**src/rtl/det_pkg.sv**
```systemverilog
// rtl/det_pkg.sv - shared types, default sizes and width helper for the detection event logger
package det_pkg;

   localparam int TS_W_DEF  = 16;
   localparam int DEPTH_DEF = 8;
   localparam int HIT_W_DEF = 16;

   typedef enum logic {
      IDLE = 1'b0,
      RUN  = 1'b1
   } state_e;

   // Ceiling log2, used for pointer and occupancy widths
   function automatic int clog2(input int value);
      int r;
      r = 0;
      for (int v = value - 1; v > 0; v = v >> 1) begin
         r++;
      end
      return r;
   endfunction

endpackage

```
**src/rtl/det_event_logger_if.sv**
```systemverilog
// rtl/det_event_logger_if.sv - valid/ready read port carrying queued timestamps
interface det_event_logger_if
   import det_pkg::*;
#(
   parameter int TS_W = TS_W_DEF
);
   logic            rd_valid;
   logic            rd_ready;
   logic [TS_W-1:0] rd_data;

   modport master (output rd_valid, output rd_data, input rd_ready);
   modport slave  (input rd_valid, input rd_data, output rd_ready);

endinterface

```
**src/rtl/det_ts_fifo.sv**
```systemverilog
// rtl/det_ts_fifo.sv - DEPTH x DW timestamp FIFO with registered head; DET_LOGGER_OVERWRITE_EN selects overwrite-oldest when full
module det_ts_fifo
   import det_pkg::*;
#(
   parameter int DW    = TS_W_DEF,
   parameter int DEPTH = DEPTH_DEF
) (
   input  logic                  clk,
   input  logic                  rst,
   input  logic                  clr,
   input  logic                  push,
   input  logic [DW-1:0]         wdata,
   input  logic                  pop,
   output logic [DW-1:0]         head,
   output logic                  full,
   output logic                  empty,
   output logic [clog2(DEPTH):0] level
);

   localparam int AW = clog2(DEPTH);
   localparam logic [AW:0] PTR_ONE = 1;

   logic [AW:0]   wr_q, wr_d;
   logic [AW:0]   rd_q, rd_d;
   logic [DW-1:0] head_q, head_d;
   logic [DW-1:0] mem_q [DEPTH];
   logic          do_push;
   logic          do_pop;
   logic          adv_rd;

   // Extra-MSB pointers: equal means empty, differing only in MSB means full
   assign empty = (wr_q == rd_q);
   assign full  = (wr_q[AW] != rd_q[AW]) && (wr_q[AW-1:0] == rd_q[AW-1:0]);
   assign level = wr_q - rd_q;
   assign head  = head_q;

   // Qualify push/pop; clr discards both
   always_comb begin
      do_pop = pop && !empty && !clr;
`ifdef DET_LOGGER_OVERWRITE_EN
      // When full, the push evicts the oldest entry; a coincident pop already made room
      do_push = push && !clr;
      adv_rd  = do_pop || (do_push && full);
`else
      // When full, the new entry is dropped even if a pop happens in the same cycle
      do_push = push && !full && !clr;
      adv_rd  = do_pop;
`endif
   end

   // Next pointers and next head; head forwards write data when the new head is the slot being written
   always_comb begin
      wr_d   = wr_q;
      rd_d   = rd_q;
      head_d = head_q;
      if (clr) begin
         wr_d   = '0;
         rd_d   = '0;
         head_d = '0;
      end else begin
         if (do_push) wr_d = wr_q + PTR_ONE;
         if (adv_rd)  rd_d = rd_q + PTR_ONE;
         if (wr_d != rd_d) begin
            if (do_push && (rd_d[AW-1:0] == wr_q[AW-1:0])) head_d = wdata;
            else                                           head_d = mem_q[rd_d[AW-1:0]];
         end
      end
   end

   // Pointer and head registers
   always_ff @(posedge clk or negedge rst) begin
      if (!rst) begin
         wr_q   <= '0;
         rd_q   <= '0;
         head_q <= '0;
      end else begin
         wr_q   <= wr_d;
         rd_q   <= rd_d;
         head_q <= head_d;
      end
   end

   // Storage array, no reset needed since reads are gated by the pointers
   always_ff @(posedge clk) begin
      if (do_push) mem_q[wr_q[AW-1:0]] <= wdata;
   end

endmodule

```
**src/rtl/det_event_logger.sv**
```systemverilog
// rtl/det_event_logger.sv - timestamps detector pulses into a FIFO with hit count and sticky overflow; DET_LOGGER_OVERWRITE_EN enables overwrite-oldest
module det_event_logger
   import det_pkg::*;
#(
   parameter int TS_W  = TS_W_DEF,
   parameter int DEPTH = DEPTH_DEF,
   parameter int HIT_W = HIT_W_DEF
) (
   input  logic                    clk,
   input  logic                    rst,
   input  logic                    det,
   input  logic                    en,
   input  logic                    clr,
   det_event_logger_if.master      rd,
   output logic [clog2(DEPTH):0]   level,
   output logic [HIT_W-1:0]        hits,
   output logic                    overflow
);

   localparam logic [TS_W-1:0]  TS_ONE  = 1;
   localparam logic [HIT_W-1:0] HIT_ONE = 1;

   state_e          state_q, state_d;
   logic [TS_W-1:0] ts_q, ts_d;
   logic [HIT_W-1:0] hits_q, hits_d;
   logic            overflow_q, overflow_d;
   logic            accept;
   logic            fifo_full;
   logic            fifo_empty;

   assign accept   = det && (state_q == RUN) && !clr;
   assign hits     = hits_q;
   assign overflow = overflow_q;
   assign rd.rd_valid = !fifo_empty;

   // Enable FSM, free-running timestamp, saturating hit count and sticky overflow
   always_comb begin
      state_d    = state_q;
      ts_d       = ts_q;
      hits_d     = hits_q;
      overflow_d = overflow_q;
      if (clr) begin
         state_d    = IDLE;
         ts_d       = '0;
         hits_d     = '0;
         overflow_d = 1'b0;
      end else begin
         case (state_q)
            IDLE:    if (en)  state_d = RUN;
            RUN:     if (!en) state_d = IDLE;
            default: state_d = IDLE;
         endcase
         if (state_q == RUN) ts_d = ts_q + TS_ONE;
         if (accept && (hits_q != '1)) hits_d = hits_q + HIT_ONE;
         if (accept && fifo_full) overflow_d = 1'b1;
      end
   end

   // Control state registers
   always_ff @(posedge clk or negedge rst) begin
      if (!rst) begin
         state_q    <= IDLE;
         ts_q       <= '0;
         hits_q     <= '0;
         overflow_q <= 1'b0;
      end else begin
         state_q    <= state_d;
         ts_q       <= ts_d;
         hits_q     <= hits_d;
         overflow_q <= overflow_d;
      end
   end

   det_ts_fifo #(
      .DW    (TS_W),
      .DEPTH (DEPTH)
   ) u_fifo (
      .clk   (clk),
      .rst   (rst),
      .clr   (clr),
      .push  (accept),
      .wdata (ts_q),
      .pop   (rd.rd_ready),
      .head  (rd.rd_data),
      .full  (fifo_full),
      .empty (fifo_empty),
      .level (level)
   );

endmodule

```
**src/flat_wrapper.sv**
```systemverilog
// flat-port wrapper written by rule: the top's interface ports become plain ports
module det_event_logger_flat import det_pkg::*;
#(
   parameter int TS_W  = TS_W_DEF,
   parameter int DEPTH = DEPTH_DEF,
   parameter int HIT_W = HIT_W_DEF
)
  (clk, rst, det, en, clr, level, hits, overflow, rd_rd_valid, rd_rd_data, rd_rd_ready);
  det_event_logger_if #(.TS_W(TS_W)) rd_i ();
  input  logic clk;
  input  logic rst;
  input  logic det;
  input  logic en;
  input  logic clr;
  output logic [clog2(DEPTH):0] level;
  output logic [HIT_W-1:0] hits;
  output logic overflow;
  output wire logic [$bits(rd_i.rd_valid)-1:0] rd_rd_valid;
  output wire logic [$bits(rd_i.rd_data)-1:0] rd_rd_data;
  input wire logic [$bits(rd_i.rd_ready)-1:0] rd_rd_ready;
  assign rd_rd_valid = rd_i.rd_valid;
  assign rd_rd_data = rd_i.rd_data;
  assign rd_i.rd_ready = rd_rd_ready;
  det_event_logger #(.TS_W(TS_W), .DEPTH(DEPTH), .HIT_W(HIT_W)) u_core (.clk(clk), .rst(rst), .det(det), .en(en), .clr(clr), .rd(rd_i), .level(level), .hits(hits), .overflow(overflow));
endmodule
```
**config.mk**
```make
export PLATFORM = sky130hd
export DESIGN_NAME = det_event_logger_flat
export DESIGN_NICKNAME = d
export VERILOG_FILES = /design/src/rtl/det_pkg.sv /design/src/rtl/det_event_logger_if.sv /design/src/rtl/det_ts_fifo.sv /design/src/rtl/det_event_logger.sv /design/src/flat_wrapper.sv
export SDC_FILE = /design/constraint.sdc
export NUM_CORES = 1
export LEC_CHECK = 0
export ABC_AREA = 1
export BUFFER_PORTS_ARGS = -buffer_cell sky130_fd_sc_hd__buf_2
export CORE_MARGIN = 4
export CORE_UTILIZATION = 40
export DETAILED_ROUTE_END_ITERATION = 6
export SYNTH_ARGS = -nofsm -noshare
export SYNTH_HDL_FRONTEND = slang
export SYNTH_SLANG_ARGS = --single-unit
```
**constraint.sdc**
```tcl
create_clock -name clk -period 3.99 [get_ports clk]
set_input_delay 0.5985 -clock clk [delete_from_list [all_inputs] [get_ports clk]]
set_output_delay 0.5985 -clock clk [all_outputs]
set_load 0.1 [all_outputs]
```
Word level (Yosys, flattened, before mapping)
Memories as Yosys holds them, arrays and structs flattened.
Index checks and enable logic that the tools add are counted.
{"block": "op_classes", "addsub": 5, "n_eq_ne": 6, "n_mux": 19, "n_reduce_logical": 17}
{"operator": "16-bit two-way mux", "n": 7}
{"operator": "16-bit by 1-bit adder with 16-bit output, second input constant", "n": 2}
{"operator": "4-bit two-way mux", "n": 6}
{"operator": "16-bit != test, second input constant", "n": 1}
{"operator": "1-bit logical AND", "n": 10}
{"operator": "4-bit by 1-bit adder with 4-bit output, second input constant", "n": 2}
{"operator": "2-bit nonzero test", "n": 4}
{"operator": "3-bit == test", "n": 2}
{"operator": "1-bit two-way mux", "n": 6}
{"operator": "4-bit == test", "n": 1}
{"operator": "4-bit != test", "n": 1}
{"operator": "4-bit subtractor", "n": 1}
{"operator": "1-bit zero test", "n": 3}
{"operator": "1-bit != test", "n": 1}
{"block": "word_totals", "reg_bits": 58, "ramBits": 128, "elab_cells": 55, "mem_count": 1}
{"name": "u_core.u_fifo.mem_q", "depth": 8, "word_bits": 16, "read_ports": 1, "rd_clocked_by_memory_dff": 0, "wr": 1, "line": "det_ts_fifo.sv:26", "rtl": "logic [DW-1:0] mem_q [DEPTH];"}

Logic depth before layout (Yosys ltp)
{"block": "depth", "depth_word": 11, "mapped_depth": 17, "mapped_depth_nobuf": 16}

Modules after synthesis
From an unflattened synthesis, not the netlist that was laid out.
{"block": "unflattened", "hier_cells": 922, "area_unflattened_um2": 8823.5}
{"mod": "det_ts_fifo", "instances": 1, "cells_per_inst": 643, "area_each_um2": 6860.3, "seq_area_each_um2": 4444.3}
{"mod": "det_event_logger", "instances": 1, "cells_per_inst": 279, "area_each_um2": 1963.1, "seq_area_each_um2": 850.8}

Least setup slack after synthesis
No wires, ideal clock.
{"block": "synth_timing", "path_type": "register to output", "startpoint": "register u_core.u_fifo.wr_q[0]", "endpoint": "output port level[2]", "arrival_ns": 2.637, "required_ns": 3.391, "slack_ns": 0.755, "stages_incl_launch_ff": 5, "n_path_buf": 0, "path_cell_list": "dfrtp_1 -> inv_1 -> ha_1 -> fa_1 -> xnor2_1"}
{"block": "synth_via", "elab_chain_cells": 1}
{"item": "start, declared", "line": "det_ts_fifo.sv:23", "rtl": "logic [AW:0] wr_q, wr_d;"}
{"item": "start signal, assigned", "line": "det_ts_fifo.sv:77", "rtl": "wr_q <= wr_d;"}
{"item": "4-bit subtractor", "line": "det_ts_fifo.sv:34", "rtl": "assign level = wr_q - rd_q;"}
{"item": "end, declared", "line": "flat_wrapper.sv:15", "rtl": "output logic [clog2(DEPTH):0] level;"}
No other way between the ends.

Worst setup path after layout
{"block": "layout_timing", "startpoint": "register u_core.u_fifo.rd_q[2]", "endpoint": "register u_core.u_fifo.head_q[14] (netlist: u_core.u_fifo.head[14])"}
{"block": "layout_via", "elab_chain_cells": 11, "elab_cells_between_ends": 22, "cone_classes": "1 x add/sub; 4 x eq/ne; 7 x mux; 9 x reduce/logical; 1 x memory"}
{"item": "start, declared", "line": "det_ts_fifo.sv:24", "rtl": "logic [AW:0] rd_q, rd_d;"}
{"item": "start signal, assigned", "line": "det_ts_fifo.sv:78", "rtl": "rd_q <= rd_d;"}
{"item": "parallel branches: the longest is 11 deep, another holds memory read 8 x 16 bit"}
{"item": "end signal, assigned", "line": "det_ts_fifo.sv:75", "rtl": "head_q <= '0;"}
{"item": "end signal, assigned", "line": "det_ts_fifo.sv:79", "rtl": "head_q <= head_d;"}
{"item": "end, declared", "line": "det_ts_fifo.sv:25", "rtl": "logic [DW-1:0] head_q, head_d;"}
Several ways; the timed one is not identified. The select of a mux whose other input is x is not followed.
A chain may end at the register's enable or synchronous reset.

==> out/results.ini <==
[placed_design]
gp_congestion = 0.869
dpl.hpwl_mm = 14.0
numPortBuffers = 43

[timing]
rsz0062_at_grt = no
fmax_mhz = 346
tns_ns = 0
fin_crit_sh_pct = 72.4
slew_headroom_pct = 49.9
maxSlewViolCount = 0
setup_viol = 0
min_period_ns = 2.89
hold_violations = 0
tightest_slew_ns = 0.751
clock_skew_ns = 0.00864

[critical_path]
critPathRequiredTime_ns = 4.37
cp_slowest_cell = dfrtp_1
startpoint_type = flop
critical_path_buf_inv_count = 2
path_cells = inv_1 -> ha_1 -> nand2_1 -> nor2_4 -> nand2_4 -> nand2_4 -> nand2_2 -> buf_4 -> a21oi_1 -> nor2_4 -> nand3_4 -> nand3_1 -> nand3_1 -> nand2_1
regToRegSetupSlack_ns = 1.10
critPathMaxStageDelay_ns = 0.40
crit_family = simple AND/OR/NAND/NOR gates
crit_path_end_kind = flop
critical_path_class = flop to flop
cp.arrival_ns = 3.27
crit_fanout = 26

[cts]
cts-resized-gates = 0
cts-root-buf = clkbuf_16
cts_buffers = 17
cts_buffer_depth = 2
htree_levels = 4
cts_tree = done
hold_buffers = 0
post_cts_buffers = 0
clock_latency_ns = 0.44
cts.sinks = 186
cts.clk_slew.worst_paths_ns = 0.07

[power_and_ir_drop]
power.density_nw_per_um2 = 556
power.total_w = 0.00534
leakage_nw = 3.91
irDropWorstVdd_mv = 0.333

[final_layout]
drive_gt1_share_pct = 14.9
finalNetCount = 886
syn_to_final_growth_pct = 13.4
insertedDiodeCount = 0

[die]
start_util_pct = 41.3
die_y_um = 153
die_area_um2 = 23600
io_pins = 44
die_w_um = 153
core_area_um2 = 20500
num_rows = 52

[hold_path]
min_path_type = input pin to async pin

[route]
viasPerCell = 5.41
wl_per_cell_um = 18.8
drtPass1Iterations = 7
antenna_left = 0
drc = 0
totalWireLength_mm = 21.7
drt-initial-drc-count = 479
dr_total_vias = 6246

[synthesis]
syn_inst = 830
synth_cell_types = 35
yosys_warnings = 0
synth_area_per_cell_um2 = 10.2
synth-seq-area-share_pct = 62.5
ys_ff_latch = 186
syn-num-nets = 844
syn_area_um2 = 8470

[global_routing]
grt_pass1_wl_mm = 34.3
antenna_found_initial = 0
grt_pass1_vias = 6051
grt_max_degree = 65
grt_use_total_pct = 18.6
grt-ovfl-total = 0

[run]
drv_cap = 0

[outcome]
outcome = finished clean

flip-flops by register name (all words and copies together), names as in the netlist:
name	cells
u_core.ts_q	16
u_core.u_fifo.rd_q	4
u_core.u_fifo.mem_q	128
u_core.u_fifo.head	16
u_core.overflow	1
u_core.u_fifo.wr_q	4
u_core.hits	16
u_core.state_q	1
synthesized netlist by cell type, drive strengths merged:
cell type    n  share of area (%)
dfrtp       58                 17
a31oi        2               0.15
nor2        42                2.6
ha           7                1.0
fa           1               0.24
xor2         6               0.62
a32o         1               0.12
edfxtp     128                 45
buf         29                2.0
a21oi       19                1.3
nand4       18                1.3
a211oi       2               0.18
nor3        15               0.89
a22o         1               0.10
xnor2        3               0.31
nor4         2               0.15
clkbuf      10               0.44
o22ai        4               0.30
nand2      183                8.6
nand3b       1              0.089
o21ai       17                1.0
nand3      220                 13
o31ai        2               0.18
inv         59                2.6
per-stage QoR:
stage          hold WS [ns]  worst slack, ns  instance area (um2)  utilization [%]  std cells
4_1_cts               0.185             1.10                 9610             46.9       1155
6_report              0.170             1.10                 9610             46.9       1155
3_5_place_dp          0.495             1.15                 8990             43.9       1123
5_1_grt               0.203            0.820                 9610             46.9       1155
3_3_place_gp          0.504             1.24                 8990             43.9       1123
2_1_floorplan         0.303            0.755                 8470                -        830
placed cells by master (no fill, tap or decap), drive strengths merged, types with 7 or more instances in the layout:
master,netlist,layout
clkbuf,10,18
nor2,42,42
edfxtp,128,128
buf,29,62
dfrtp,58,58
o21ai,17,17
inv,59,68
ha,7,7
nand2,183,183
nand3,220,220
nand4,18,18
a21oi,19,19
nor3,15,15
worst paths after layout:
| path | end | from | depth (start not counted) |
|---|---|---|---|
| min | u_core.hits[0]$_DFFE_PN0P_ | rst | 1 |
| min reg2reg | u_core.u_fifo.head[13]$_DFFE_PN0P_ | u_core.u_fifo.head[13]$_DFFE_PN0P_ | 2 |
| max reg2reg | u_core.u_fifo.head[14]$_DFFE_PN0P_ | u_core.u_fifo.rd_q[2]$_DFF_PN0_ | 14 |
| min in group clk | u_core.state_q$_DFF_PN0_ | en | 3 |
| max in group asynchronous | u_core.u_fifo.head[4]$_DFFE_PN0P_ | rst | 2 |
| max | u_core.u_fifo.head[14]$_DFFE_PN0P_ | u_core.u_fifo.rd_q[2]$_DFF_PN0_ | 14 |
power by group:
group	switching, W	leakage [nW]	internal, W	total (W)
Sequential	0.0000841	1.97	0.00211	0.00220
Clock	0.000782	0.294	0.000966	0.00175
Combinational	0.00111	1.64	0.000282	0.00139
cells by family (layout without fill, tap and decap cells):
group                      count (synthesis)  in the layout  synth area share [%]
adders and majority gates                  8              8                  1.27
xor gates and xnor gates                   9              9                 0.931
and+or+nand+nor                          481            481                  26.9
AOI/OAI and AO/OA                         48             48                  3.28
buffers and inverters                     98            153                  5.05
DFF                                      186            186                  62.5
final cells by class:
class | instances | area (um2)
clock inverters | 14 | 173
repair buffers | 62 | 370
flip-flops and latches | 186 | 5300
inverters | 59 | 221
fillers | 1877 | 10900
multi-input cells | 546 | 2770
well taps | 270 | 338
clock buffers | 18 | 439
per-layer routing:
| layer | vias up | share of wire [%] | GRT usage, % |
|---|---|---|---|
| li1 | 2980 | - | - |
| met3 | 29 | 5.5 | 3.29 |
| met5 | - | 0 | 0 |
| met1 | 3044 | 45 | 26.1 |
| met2 | 193 | 47 | 29.3 |
| met4 | 0 | 2.2 | 6.60 |
Power figures use the tool's default switching activity.
